### src/rtl/spi_controller_if.sv
// Request/status and SPI pin bundle for spi_controller.
// The master side issues frame requests; the slave side is the controller itself.
interface spi_controller_if;
  logic       start;
  logic       rw;
  logic [6:0] addr;
  logic [7:0] wdata;
  logic       ready;
  logic       done;
  logic       SCLK;
  logic       COPI;
  logic       cs;

  modport master (
    output start, rw, addr, wdata,
    input  ready, done, SCLK, COPI, cs
  );

  modport slave (
    input  start, rw, addr, wdata,
    output ready, done, SCLK, COPI, cs
  );
endinterface

### src/rtl/spi_controller.sv
// Mode-0 SPI write engine: sends a 16-bit {rw, addr, wdata} frame MSB first
// with registered SCLK/COPI/cs/done; CLK_DIV clk cycles per SCLK half-period.
//
// state | meaning
// IDLE  | ready=1, waiting for start
// SETUP | cs low, SCLK low, COPI=bit 15, one half-period
// SHIFT | 16 x (SCLK high half-period, SCLK low half-period)
// GAP   | cs high, done pulse on first cycle, one half-period
module spi_controller #(
  parameter int unsigned CLK_DIV = 4
) (
  input logic             clk,
  input logic             rst_n,
  spi_controller_if.slave bus
);

  localparam int unsigned   DW       = $clog2(CLK_DIV);
  localparam logic [DW-1:0] DIV_LAST = DW'(CLK_DIV - 1);

  typedef enum logic [1:0] {
    IDLE  = 2'd0,
    SETUP = 2'd1,
    SHIFT = 2'd2,
    GAP   = 2'd3
  } state_e;

  state_e        state_q, state_d;
  logic [DW-1:0] div_q, div_d;
  logic [3:0]    bit_q, bit_d;
  logic [15:0]   shreg_q, shreg_d;
  logic          sclk_q, sclk_d;
  logic          copi_q, copi_d;
  logic          cs_q, cs_d;
  logic          done_q, done_d;

  logic accept;
  logic tick;
  logic last_bit;

  assign accept   = (state_q == IDLE) && bus.start;
  assign tick     = (div_q == DIV_LAST);
  assign last_bit = (bit_q == 4'd0);

  always_ff @(posedge clk) begin
    if (!rst_n) begin
      state_q <= IDLE;
      div_q   <= '0;
      bit_q   <= '0;
      shreg_q <= '0;
      sclk_q  <= 1'b0;
      copi_q  <= 1'b0;
      cs_q    <= 1'b1;
      done_q  <= 1'b0;
    end else begin
      state_q <= state_d;
      div_q   <= div_d;
      bit_q   <= bit_d;
      shreg_q <= shreg_d;
      sclk_q  <= sclk_d;
      copi_q  <= copi_d;
      cs_q    <= cs_d;
      done_q  <= done_d;
    end
  end

  always_comb begin
    state_d = state_q;
    unique case (state_q)
      IDLE:    if (accept) state_d = SETUP;
      SETUP:   if (tick) state_d = SHIFT;
      SHIFT:   if (tick && !sclk_q && last_bit) state_d = GAP;
      GAP:     if (tick) state_d = IDLE;
      default: state_d = IDLE;
    endcase
  end

  always_comb begin
    // Every state transition lands on a tick, so the wrap also restarts the count.
    div_d   = (state_q == IDLE) ? '0 : (tick ? '0 : div_q + DW'(1));
    bit_d   = bit_q;
    shreg_d = shreg_q;
    sclk_d  = sclk_q;
    copi_d  = copi_q;
    cs_d    = cs_q;
    done_d  = 1'b0;
    unique case (state_q)
      IDLE: begin
        if (accept) begin
          shreg_d = {bus.rw, bus.addr, bus.wdata};
          copi_d  = bus.rw;
          bit_d   = 4'd15;
          cs_d    = 1'b0;
          sclk_d  = 1'b0;
        end
      end
      SETUP: begin
        if (tick) sclk_d = 1'b1;
      end
      SHIFT: begin
        if (tick) begin
          if (sclk_q) begin
            // Falling SCLK: advance COPI to the next bit, or park it low after bit 0.
            sclk_d  = 1'b0;
            copi_d  = last_bit ? 1'b0 : shreg_q[14];
            shreg_d = shreg_q << 1;
          end else if (last_bit) begin
            cs_d   = 1'b1;
            done_d = 1'b1;
          end else begin
            bit_d  = bit_q - 4'd1;
            sclk_d = 1'b1;
          end
        end
      end
      GAP: begin
        cs_d   = 1'b1;
        sclk_d = 1'b0;
        copi_d = 1'b0;
      end
      default: begin
        cs_d = 1'b1;
      end
    endcase
  end

  assign bus.ready = (state_q == IDLE);
  assign bus.done  = done_q;
  assign bus.SCLK  = sclk_q;
  assign bus.COPI  = copi_q;
  assign bus.cs    = cs_q;

endmodule
### src/flat_wrapper.sv
// flat-port wrapper written by rule: the top's interface ports become plain ports
module spi_controller_flat 
#(
  parameter int unsigned CLK_DIV = 4
)
  (clk, rst_n, bus_start, bus_rw, bus_addr, bus_wdata, bus_ready, bus_done, bus_SCLK, bus_COPI, bus_cs);
  spi_controller_if bus_i ();
  input logic clk;
  input logic rst_n;
  input wire logic [$bits(bus_i.start)-1:0] bus_start;
  input wire logic [$bits(bus_i.rw)-1:0] bus_rw;
  input wire logic [$bits(bus_i.addr)-1:0] bus_addr;
  input wire logic [$bits(bus_i.wdata)-1:0] bus_wdata;
  output wire logic [$bits(bus_i.ready)-1:0] bus_ready;
  output wire logic [$bits(bus_i.done)-1:0] bus_done;
  output wire logic [$bits(bus_i.SCLK)-1:0] bus_SCLK;
  output wire logic [$bits(bus_i.COPI)-1:0] bus_COPI;
  output wire logic [$bits(bus_i.cs)-1:0] bus_cs;
  assign bus_i.start = bus_start;
  assign bus_i.rw = bus_rw;
  assign bus_i.addr = bus_addr;
  assign bus_i.wdata = bus_wdata;
  assign bus_ready = bus_i.ready;
  assign bus_done = bus_i.done;
  assign bus_SCLK = bus_i.SCLK;
  assign bus_COPI = bus_i.COPI;
  assign bus_cs = bus_i.cs;
  spi_controller #(.CLK_DIV(CLK_DIV)) u_core (.clk(clk), .rst_n(rst_n), .bus(bus_i));
endmodule
### config.mk
export PLATFORM = sky130hd
export DESIGN_NAME = spi_controller_flat
export DESIGN_NICKNAME = d
export VERILOG_FILES = /design/src/rtl/spi_controller_if.sv /design/src/rtl/spi_controller.sv /design/src/flat_wrapper.sv
export SDC_FILE = /design/constraint.sdc
export NUM_CORES = 1
export LEC_CHECK = 0
export CAP_MARGIN = 25
export CORE_ASPECT_RATIO = 1.1
export CORE_MARGIN = 2
export CORE_UTILIZATION = 56
export CTS_CLUSTER_SIZE = 24
export DETAILED_ROUTE_END_ITERATION = 8
export PLACE_DENSITY = 0.85
export SLEW_MARGIN = 20
export SYNTH_ARGS = -nofsm -noshare
export SYNTH_HDL_FRONTEND = slang
export SYNTH_SLANG_ARGS = --single-unit
export TNS_END_PERCENT = 30
### constraint.sdc
create_clock -name clk -period 2.8 [get_ports clk]
set_input_delay 0.56 -clock clk [delete_from_list [all_inputs] [get_ports clk]]
set_output_delay 0.56 -clock clk [all_outputs]
set_load 0.02 [all_outputs]
# [Word-level counts from Yosys, hierarchy flattened]
# Index checks and enable logic that the tools add are counted.
[op_classes] n_eq_ne=13 mux=30 addsub=2 n_reduce_logical=16 bitwise_logic=3
[op_table] op="$mux W15" n=3
[op_table] op="$pmux W15 S2" n=1
[op_table] op="$mux W4" n=4
[op_table] op="$ne A2 B1 Y1 const B" n=7
[op_table] op="$mux W1" n=13
[op_table] op="$reduce_and A4 Y1" n=3
[op_table] op="$reduce_and A5 Y1" n=2
[op_table] op="$mux W2" n=4
[op_table] op="$pmux W2 S4" n=1
[op_table] op="$pmux W4 S2" n=1
[op_table] op="$eq A2 B2 Y1 const B" n=3
[op_table] op="$pmux W1 S3" n=2
[op_table] op="$logic_not A4 Y1" n=1
[op_table] op="$ne A2 B2 Y1 const B" n=2
[op_table] op="$pmux W1 S4" n=1
[op_table] op="$reduce_or A4 Y1" n=1
[op_table] op="$sub A4 B1 Y4 const B" n=1
[op_table] op="$logic_and A1 B1 Y1" n=3
[op_table] op="$not A1 Y1" n=3
[op_table] op="$reduce_and A3 Y1" n=1
[op_table] op="$reduce_bool A3 Y1" n=1
[op_table] op="$reduce_or A3 Y1" n=1
[op_table] op="$add A2 B1 Y2 const B" n=1
[op_table] op="$eq A2 B1 Y1 const B" n=1
[op_table] op="other kinds (3)" n=3
[word_totals] output_inout_bits=5 inputBits=19 wordCells=72 regBits=27

# [Depth between registers and ports, before layout]
# Gate-level depths: netlist of run 1.
[depth] word_depth=5 depth_mapped=8

# [Worst setup path before layout of run 1]
# No wires, ideal clock.
[synth_path] kind="register to register" startpoint="register u_core.state_q[0]" endpoint="register u_core.shreg_q[10]" setup_ns=0.116 period_less_slack_ns=1.825 t_arrival_ns=1.708 stages_incl_launch_ff=8 slack_ns=0.975 cell_sequence="dfxtp_1 > inv_1 > ha_1 > mux2i_1 > nor2_1 > buf_4 > buf_6 > o211a_1"
[synth_via] elab_chain_cells=4 word_cells_on_any_way=9 cone_classes="4 x eq/ne; 1 x mux; 4 x reduce/logical"
[synth_rtl] item="start, declared" line_no="spi_controller.sv:27" rtl="state_e state_q, state_d;"
[synth_rtl] item="start signal, assigned" line_no="spi_controller.sv:55" rtl="state_q <= state_d;"
[synth_rtl] item="$logic_not A2 Y1 *"
[synth_rtl] item="net bus_ready" line_no="flat_wrapper.sv:14" rtl="output wire logic [$bits(bus_i.ready)-1:0] bus_ready;"
[synth_rtl] item="$logic_and A1 B1 Y1" line_no="spi_controller.sv:40" rtl="assign accept = (state_q == IDLE) && bus.start;"
[synth_rtl] item="$ne A2 B1 Y1 (no line)"
[synth_rtl] item="$reduce_and A4 Y1 (no line)"
[synth_rtl] item="end signal, assigned" line_no="spi_controller.sv:58" rtl="shreg_q <= shreg_d;"
[synth_rtl] item="end, declared" line_no="spi_controller.sv:30" rtl="logic [15:0] shreg_q, shreg_d;"
# The timed path passes the listed nets; every way through them passes the cells marked *.
# A chain may end at the register's enable or synchronous reset.

# [Worst setup path in the final report of run 1]
[layout_path] startpoint="register u_core.state_q[0]" endpoint="output port bus_ready"
[layout_via] elab_chain_cells=1
[layout_rtl] item="$logic_not A2 Y1" line_no="spi_controller.sv:126" rtl="assign bus.ready = (state_q == IDLE);"
[layout_rtl] item="end, declared" line_no="flat_wrapper.sv:14"
# Every way passes these cells.

==> results of run 1 <==
[per-layer routing]
layer | GRT usage | up-vias | wire length (um)
li1 | - | 579 | -
met1 | 0.236 | 556 | 1250
met2 | 0.362 | 31 | 1470
met3 | 0.0340 | 2 | 134
met4 | 0.0842 | 0 | 19
met5 | 0 | - | 0
[state kept, by name, summed over array words and instances (netlist names)]
| name | flops |
|---|---|
| u_core.shreg_q | 15 |
| u_core.bit_q | 4 |
| u_core.div_q | 2 |
| u_core.bus.cs | 1 |
| u_core.bus.SCLK | 1 |
| u_core.bus.done | 1 |
| u_core.bus.COPI | 1 |
| u_core.state_q | 2 |
[cells in the mapped netlist, types with 2 or more instances]
cell type / count
nor2_1: 4
dfxtp_1: 27
or2_2: 2
a21oi_1: 5
buf_2: 2
nand2_1: 20
mux2i_1: 16
a21o_1: 2
nor3_1: 2
buf_4: 3
o211a_1: 16
nand3_1: 3
clkbuf_1: 3
ha_1: 10
o21ai_0: 7
inv_1: 7
[cell usage in the layout (no fill, tap or decap), drive strengths merged, types with 2 or more instances in the layout]
cell / synthesis / final
dfxtp: 27 / 27
clkdlybuf4s50: 0 / 23
nand2: 20 / 20
mux2i: 16 / 16
o211a: 16 / 16
ha: 10 / 10
inv: 7 / 7
o21ai: 7 / 7
a21oi: 5 / 5
nor2: 4 / 4
buf: 6 / 4
nand3: 3 / 3
clkbuf: 3 / 3
a21o: 2 / 2
or2: 2 / 2
nor3: 2 / 2
a21boi: 2 / 2
[final cells by class]
type	instances	area, um^2	area share
inverter	7	26.3	0.0154
clock buffer	3	22.5	0.0132
multi-input combinational	106	806	0.474
sequential	27	541	0.318
timing repair buffer	27	260	0.153
clock inverter	1	7.51	0.00441
tap	31	38.8	0.0228
[cells by family after synthesis]
family                   Yosys count  share of synthesized area
AO/OA/AOI/OAI                     40                      0.224
AND/OR/NAND/NOR                   40                      0.140
flip-flops                        27                      0.379
buffers and inverters             16                     0.0570
multiplexers                      16                      0.112
adder cells (fa/ha/maj)           10                     0.0876
[metrics by stage]
| step | instances | utilization |
|---|---|---|
| 2_1_floorplan | 149 | - |
| 3_3_place_gp | 198 | 0.676 |
| 3_5_place_dp | 198 | 0.676 |
| 4_1_cts | 202 | 0.688 |
| 5_1_grt | 202 | 0.688 |
| 6_report | 202 | 0.688 |
[power by group]
| part | switching (mW) | leakage [nW] | internal, mW |
|---|---|---|---|
| clock | 0.123 | 0.0139 | 0.0547 |
| combinational | 0.488 | 0.563 | 0.438 |
| sequential | 0.110 | 0.223 | 0.550 |
[worst max-delay path by stage]
stage,slack [ns],end,start
floorplan,0.98,u_core.shreg_q[10],u_core.state_q[0]
global placement,0.83,u_core.bit_q[0],bus_start
detailed placement,0.77,u_core.bit_q[0],bus_start
CTS,0.44,bus_ready,u_core.state_q[0]
global route,0.35,bus_ready,u_core.state_q[0]
finish,0.44,bus_ready,u_core.state_q[0]
==> flow_metrics.env, run 1 <==
export IMPL_outcome="completed"
export IMPL_reg2regPathDepth=6
export IMPL_r2r_start="u_core.state_q[0]"
export IMPL_yosysTopAreaCell="dfxtp_1"
export IMPL_peakVddDrop_mv=0.641
export IMPL_post_route_drc_count=0
export IMPL_dp_slack_ns=0.769
export IMPL_setup_viol=0
export IMPL_crit_path_start_kind="flip-flop"
export IMPL_antennaDiodeCount=0
export IMPL_period_needed_ns=2.36
export IMPL_drtAntennaViolNets=0
export IMPL_fin_hold_ws_ns=0.500
export IMPL_hold_violations=0
export IMPL_synthArstFlopShare=0
export IMPL_critPathMaxStageDelay_ns=0.64
export IMPL_leakage_nw=0.800
export IMPL_hp_start="u_core.div_q[0]"
export IMPL_relSlewSlack=0.512
export IMPL_drive_above_1_share=0.0702
export IMPL_power_density_mw_per_mm2=1040
export IMPL_die_w_um=52.1
export IMPL_cts_tree="built"
export IMPL_ctsLongestPathBuffers=2
export IMPL_area_growth_pct=19.2
export IMPL_syn_area_mm2=0.00143
export IMPL_synthTopCellsByArea="dfxtp_1 (38%), mux2i_1 (11%), o211a_1 (11%)"
export IMPL_design_area_mm2=0.00170
export IMPL_yosysUniqueCellTypes=36
export IMPL_cts_hold_buf=0
export IMPL_clkTransAtPathRegs_ns=0.16
export IMPL_grtUsageTotal=0.203
export IMPL_rsz0062_at_grt="false"
export IMPL_cpMaxStageDelayCell="clkdlybuf4s50_1"
export IMPL_hold_path_depth=1
export IMPL_cts_buffers=3
export IMPL_die_y_um=57.0
export IMPL_critPathBufInv=2
export IMPL_post_dp_cell_area_mm2=0.00167
export IMPL_grt_pass1_wl_mm=4.59
export IMPL_cts_resized=0
export IMPL_worst_pin_slew_ns=0.730
export IMPL_syn_nets=178
export IMPL_fin_nets=201
export IMPL_h_tree_depth=1
export IMPL_cts_root_buffer="clkbuf_4"
export IMPL_hold_path_end="u_core.div_q[0]"
export IMPL_path_max_fanout=6
export IMPL_worstReg2RegEnd="u_core.shreg_q[5]"
export IMPL_synth_edf_count=0
export IMPL_antenna_found_initial=0
export IMPL_dieArea_mm2=0.00297
export IMPL_drtIter0Drc=22
export IMPL_avgRoutedWirePerCell_um=14.2
export IMPL_report_power_total_mw=1.76
export IMPL_ys_seq_area_frac=0.379
export IMPL_numPortBuffers=23
export IMPL_ios=24
export IMPL_synth_area_per_cell_um2=9.58
export IMPL_fin_crit_sh=0.842
export IMPL_hp_class="flip-flop to flip-flop"
export IMPL_final_setup_skew_ns=0.0160
export IMPL_yosys_most_used_dff="dfxtp_1"
export IMPL_synth_top_area_share=0.379
export IMPL_worstPathCellList="inv_1, ha_1, clkdlybuf4s50_1"
export IMPL_grt_pass1_vias=1101
export IMPL_cp_required_ns=2.24
export IMPL_dr_pass1_iters=4
export IMPL_crit_cells=3
export IMPL_finalMaxSlewViolations=0
export IMPL_detailed_place_hpwl_mm=2.13
export IMPL_critPathKind="flip-flop to output port"
export IMPL_fillers=199
export IMPL_start_util=0.577
export IMPL_overflow=0
export IMPL_critical_path_endpoint_type="output port"
export IMPL_crit_family="buffers and inverters"
export IMPL_fin_tns_setup_ns=0
export IMPL_ys_seq_elements=27
export IMPL_yosysWarnings=0
export IMPL_worst_r2r_setup_slack_ns=0.88
export IMPL_std_cell_rows=19
export IMPL_viasPerCell=5.78
export IMPL_cp_arrival_ns=1.80
export IMPL_max_freq_mhz=424
export IMPL_routabilityCongestion=0.829
export IMPL_core_mm2=0.00247
export IMPL_clk_latency_ns=0.34
export IMPL_vias=1168
export IMPL_fin_ws_ns=0.441
export IMPL_drt_wl_total_mm=2.87
export IMPL_drv_cap=0
export IMPL_cts_sinks=27
export IMPL_post_cts_buffers=0
export IMPL_synthCells=149
export IMPL_grt_start_max_net_pins=24
(Power assumes the default switching activity.)
==> run 2, diff against run 1 <==
- CORE_UTILIZATION: 56 -> 47
- PLACE_DENSITY: 0.85 -> 0.76
- clock period: 2.8 -> 2.1 ns (I/O delays scaled with it)
==> flow_metrics.env, run 2 (same netlist as run 1, synthesis figures left out) <==
export IMPL_cp_required_ns=1.68
export IMPL_most_common_layout_cells="dfxtp_1 (27), clkdlybuf4s50_1 (22), nand2_1 (20)"
export IMPL_cts_buffers=3
export IMPL_dp_slack_ns=0.197
export IMPL_area_growth_pct=19.6
export IMPL_drive_above_1_share=0.0756
export IMPL_post_dp_cell_area_mm2=0.00168
export IMPL_worstPathCellList="inv_1, ha_1, dlygate4sd2_1"
export IMPL_vias=1149
export IMPL_wl_met2_mm=1.38
export IMPL_grt_start_max_net_pins=30
export IMPL_critPathKind="flip-flop to output port"
export IMPL_cts_hold_buf=0
export IMPL_drtIter0Drc=35
export IMPL_fillers=257
export IMPL_outcome="completed"
export IMPL_antenna_found_initial=0
export IMPL_cts_tree="built"
export IMPL_grt_pass1_wl_mm=4.82
export IMPL_final_common_cell="dfxtp_1"
export IMPL_hp_class="flip-flop to flip-flop"
export IMPL_fin_ws_ns=0.160
export IMPL_cts_root_buffer="clkbuf_4"
export IMPL_numPortBuffers=23
export IMPL_crit_path_start_kind="flip-flop"
export IMPL_clkTransAtPathRegs_ns=0.15
export IMPL_leakage_nw=0.810
export IMPL_top_register="u_core.shreg_q"
export IMPL_period_needed_ns=1.94
export IMPL_viasPerCell=5.60
export IMPL_peakVddDrop_mv=0.798
export IMPL_finalMaxSlewViolations=0
export IMPL_grtUsageTotal=0.179
export IMPL_routabilityCongestion=0.869
export IMPL_path_max_fanout=6
export IMPL_fin_nets=202
export IMPL_cts_resized=1
export IMPL_power_density_mw_per_mm2=1360
export IMPL_post_route_drc_count=0
export IMPL_report_power_total_mw=2.33
export IMPL_wl_met3_um=98
export IMPL_ctsLongestPathBuffers=2
export IMPL_antennaDiodeCount=0
export IMPL_overflow=0
export IMPL_setup_viol=0
export IMPL_max_freq_mhz=515
export IMPL_die_w_um=56.6
export IMPL_relSlewSlack=0.712
export IMPL_ios=24
export IMPL_met1_length_mm=1.21
export IMPL_start_util=0.505
export IMPL_rsz0062_at_grt="false"
export IMPL_detailed_place_hpwl_mm=2.11
export IMPL_die_y_um=61.8
export IMPL_drtAntennaViolNets=0
export IMPL_biggestRegsByFlops="u_core.shreg_q: 15 flops, u_core.bit_q: 4 flops"
export IMPL_critPathMaxStageDelay_ns=0.37
export IMPL_critical_path_endpoint_type="output port"
export IMPL_fin_crit_sh=0.924
export IMPL_dr_pass1_iters=4
export IMPL_cts_sinks=27
export IMPL_avgRoutedWirePerCell_um=13.5
export IMPL_largest_register_ffs=15
export IMPL_dr_max_layer_used="met4"
export IMPL_final_setup_skew_ns=0.00488
export IMPL_post_cts_buffers=0
export IMPL_cpMaxStageDelayCell="dfxtp_1"
export IMPL_drv_cap=0
export IMPL_h_tree_depth=1
export IMPL_hold_violations=0
export IMPL_worst_pin_slew_ns=0.431
export IMPL_fin_tns_setup_ns=0
export IMPL_std_cell_rows=20
export IMPL_grt_pass1_vias=1139
export IMPL_clk_latency_ns=0.33
export IMPL_core_mm2=0.00283
export IMPL_dieArea_mm2=0.00350
export IMPL_drt_wl_total_mm=2.77
export IMPL_cp_arrival_ns=1.52
export IMPL_design_area_mm2=0.00171
==> run 2: changes by cell type in the layout (fill, tap and decap cells not counted), sizes merged <==
cell | before | now
clkinvlp | 1 | 0
dlygate4sd2 | 0 | 1
clkdlybuf4s50 | 23 | 22
buf | 4 | 5
clkinv | 0 | 1
==> run 2: per-layer routing <==
metal / up-vias / track usage
met5: - / 0
met3: 8 / 0.0248
met2: 27 / 0.329
met4: 0 / 0.119
met1: 536 / 0.198
li1: 578 / -
==> run 2: power breakdown <==
| group | switching [mW] | internal (mW) |
|---|---|---|
| Clock | 0.157 | 0.0717 |
| Combinational | 0.639 | 0.581 |
| Sequential | 0.144 | 0.733 |
==> run 2: cell type report <==
cell class	instances	area, um^2	share of cell area
multi-input combinational	106	806	0.472
clock inverter	1	5.00	0.00293
tap	33	41.3	0.0242
sequential	27	541	0.316
timing repair buffer	28	267	0.156
inverter	7	26.3	0.0154
clock buffer	3	22.5	0.0132
==> run 2: final timing paths <==
path / startpoint / depth (start not counted) / slack [ns] / end
min reg2reg: u_core.div_q[0] / 1 / 0.49 / u_core.div_q[0]
max reg2reg: u_core.state_q[0] / 6 / 0.19 / u_core.bit_q[0]
max: u_core.state_q[0] / 3 / 0.16 / bus_ready
min: u_core.div_q[0] / 1 / 0.49 / u_core.div_q[0]
==> run 2: critical path, delay by kind of cell, from the launching register on <==
| family | cells | cell delay (ns) |
|---|---|---|
| adders and majority gates | 1 | 0.30 |
| buffers and inverters | 2 | 0.52 |
| DFF | 1 | 0.37 |
==> run 2: per-stage QoR <==
stage / instances / hold slack [ns] / utilization
after floorplan: 149 / 0.436 / -
after global placement: 201 / 0.445 / 0.595
after detailed placement: 201 / 0.469 / 0.595
after CTS: 205 / 0.488 / 0.604
after global routing: 205 / 0.515 / 0.604
final: 205 / 0.489 / 0.604
==> run 3, diff against run 2 <==
- CORE_MARGIN: 2 -> 3
==> flow_metrics.env, run 3 (same netlist as run 1, synthesis figures left out) <==
export IMPL_outcome="completed"
export IMPL_largest_register_ffs=15
export IMPL_relSlewSlack=0.698
export IMPL_drtIter0Drc=40
export IMPL_r2r_start="u_core.state_q[0]"
export IMPL_detailed_place_hpwl_mm=2.06
export IMPL_clkTransAtPathRegs_ns=0.14
export IMPL_core_mm2=0.00283
export IMPL_hp_start="u_core.div_q[0]"
export IMPL_cts_root_buffer="clkbuf_4"
export IMPL_period_needed_ns=1.93
export IMPL_dieArea_mm2=0.00374
export IMPL_std_cell_rows=20
export IMPL_antennaDiodeCount=0
export IMPL_cp_arrival_ns=1.51
export IMPL_hold_violations=0
export IMPL_h_tree_depth=1
export IMPL_antenna_found_initial=0
export IMPL_crit_path_start_kind="flip-flop"
export IMPL_fin_nets=201
export IMPL_drtAntennaViolNets=0
export IMPL_top_register="u_core.shreg_q"
export IMPL_final_common_cell="dfxtp_1"
export IMPL_die_w_um=58.6
export IMPL_cp_required_ns=1.68
export IMPL_critPathKind="flip-flop to output port"
export IMPL_max_freq_mhz=519
export IMPL_instances_no_fill=204
export IMPL_avgRoutedWirePerCell_um=13.5
export IMPL_cts_buffers=3
export IMPL_worst_pin_slew_ns=0.451
export IMPL_drt_wl_total_mm=2.75
export IMPL_rsz0062_at_grt="false"
export IMPL_peakVddDrop_mv=0.889
export IMPL_die_y_um=63.8
export IMPL_grtUsageTotal=0.157
export IMPL_ios=24
export IMPL_path_max_fanout=6
export IMPL_area_growth_pct=20.0
export IMPL_crit_cells=3
export IMPL_grt_start_max_net_pins=30
export IMPL_grt_pass1_vias=1114
export IMPL_worst_r2r_setup_slack_ns=0.25
export IMPL_dp_cells=200
export IMPL_drive_above_1_share=0.0702
export IMPL_finalMaxSlewViolations=0
export IMPL_dr_pass1_iters=4
export IMPL_cts_tree="built"
export IMPL_cpMaxStageDelayCell="dfxtp_1"
export IMPL_leakage_nw=0.808
export IMPL_worstPathCellList="inv_1, ha_1, dlygate4sd2_1"
export IMPL_overflow=0
export IMPL_fin_crit_sh=0.918
export IMPL_viasPerCell=5.50
export IMPL_critPathMaxStageDelay_ns=0.42
export IMPL_biggestRegsByFlops="u_core.shreg_q: 15 flops, u_core.bit_q: 4 flops"
export IMPL_fin_tns_setup_ns=0
export IMPL_routabilityCongestion=0.809
export IMPL_final_setup_skew_ns=0.00161
export IMPL_hp_class="flip-flop to flip-flop"
export IMPL_grt_pass1_wl_mm=4.71
export IMPL_power_density_mw_per_mm2=1370
export IMPL_critical_path_startpoint="u_core.state_q[0]"
export IMPL_post_route_drc_count=0
export IMPL_most_common_layout_cells="dfxtp_1 (27), clkdlybuf4s50_1 (22), nand2_1 (20)"
export IMPL_vias=1121
export IMPL_drv_cap=0
export IMPL_numPortBuffers=23
export IMPL_hold_path_depth=1
export IMPL_reg2regPathDepth=6
export IMPL_setup_viol=0
export IMPL_critical_path_endpoint_type="output port"
export IMPL_start_util=0.505
export IMPL_crit_family="buffers and inverters"
export IMPL_critPathBufInv=2
export IMPL_clk_latency_ns=0.32
export IMPL_cts_sinks=27
export IMPL_ctsLongestPathBuffers=2
export IMPL_fillers=259
## run 3: cell count changes in the layout (fill, tap and decap cells not counted)
| cell | before | now |
|---|---|---|
| buf_4 | 5 | 3 |
| buf_12 | 0 | 1 |
## run 3: final timing paths
kind	to
worst max register to register	u_core.shreg_q[1]
worst min-delay path	u_core.div_q[0]
worst max-delay path	bus_ready
worst min register to register	u_core.div_q[0]
## run 3: where the power goes
part           switching [mW]  internal (mW)
logic                   0.654          0.593
clock network           0.151         0.0713
registers               0.142          0.733
## run 3: timing repair
| action | CTS | global route |
|---|---|---|
| setup endpoints to repair | 1 | 0 |
| setup buffers | 0 | 0 |
| resized for setup | 1 | 0 |
| hold buffers | 0 | 0 |
## run 3: routing by layer
metal  track usage  part of all wire  routed length (um)  vias up
li1              -                 -                   -      573
met1         0.186              0.46                1270      523
met2         0.274              0.50                1370       23
met3        0.0202             0.031                  86        2
met4        0.0725            0.0069                  19        0
met5             0                 0                   0        -
## run 3: worst reg2reg max path, stage by stage, from the launching register on
cell and delay, ns:
dfxtp_1 0.37, inv_1 0.15, ha_1 0.40, a21boi_1 0.32, nor2_1 0.13, buf_12 0.18
o211a_1 0.21
## run 3: final cells by class
type	count	area, um^2	area share
Inverter	7	26.3	0.0153
Sequential cell	27	541	0.316
Multi-Input combinational cell	106	806	0.470
Tap cell	33	41.3	0.0241
Clock buffer	3	22.5	0.0131
Timing Repair Buffer	27	272	0.159
Clock inverter	1	5.00	0.00292
## run 3: through the flow
stage	total power, mW	hold slack, ns	util	instance area (um^2)	setup slack [ns]
after floorplan	1.83	0.436	-	1430	0.275
after global placement	2.07	0.447	0.596	1690	0.266
after detailed placement	2.14	0.487	0.596	1690	0.201
after CTS	2.36	0.509	0.606	1710	0.158
after global routing	2.53	0.532	0.606	1710	0.0992
final	2.34	0.499	0.606	1710	0.172
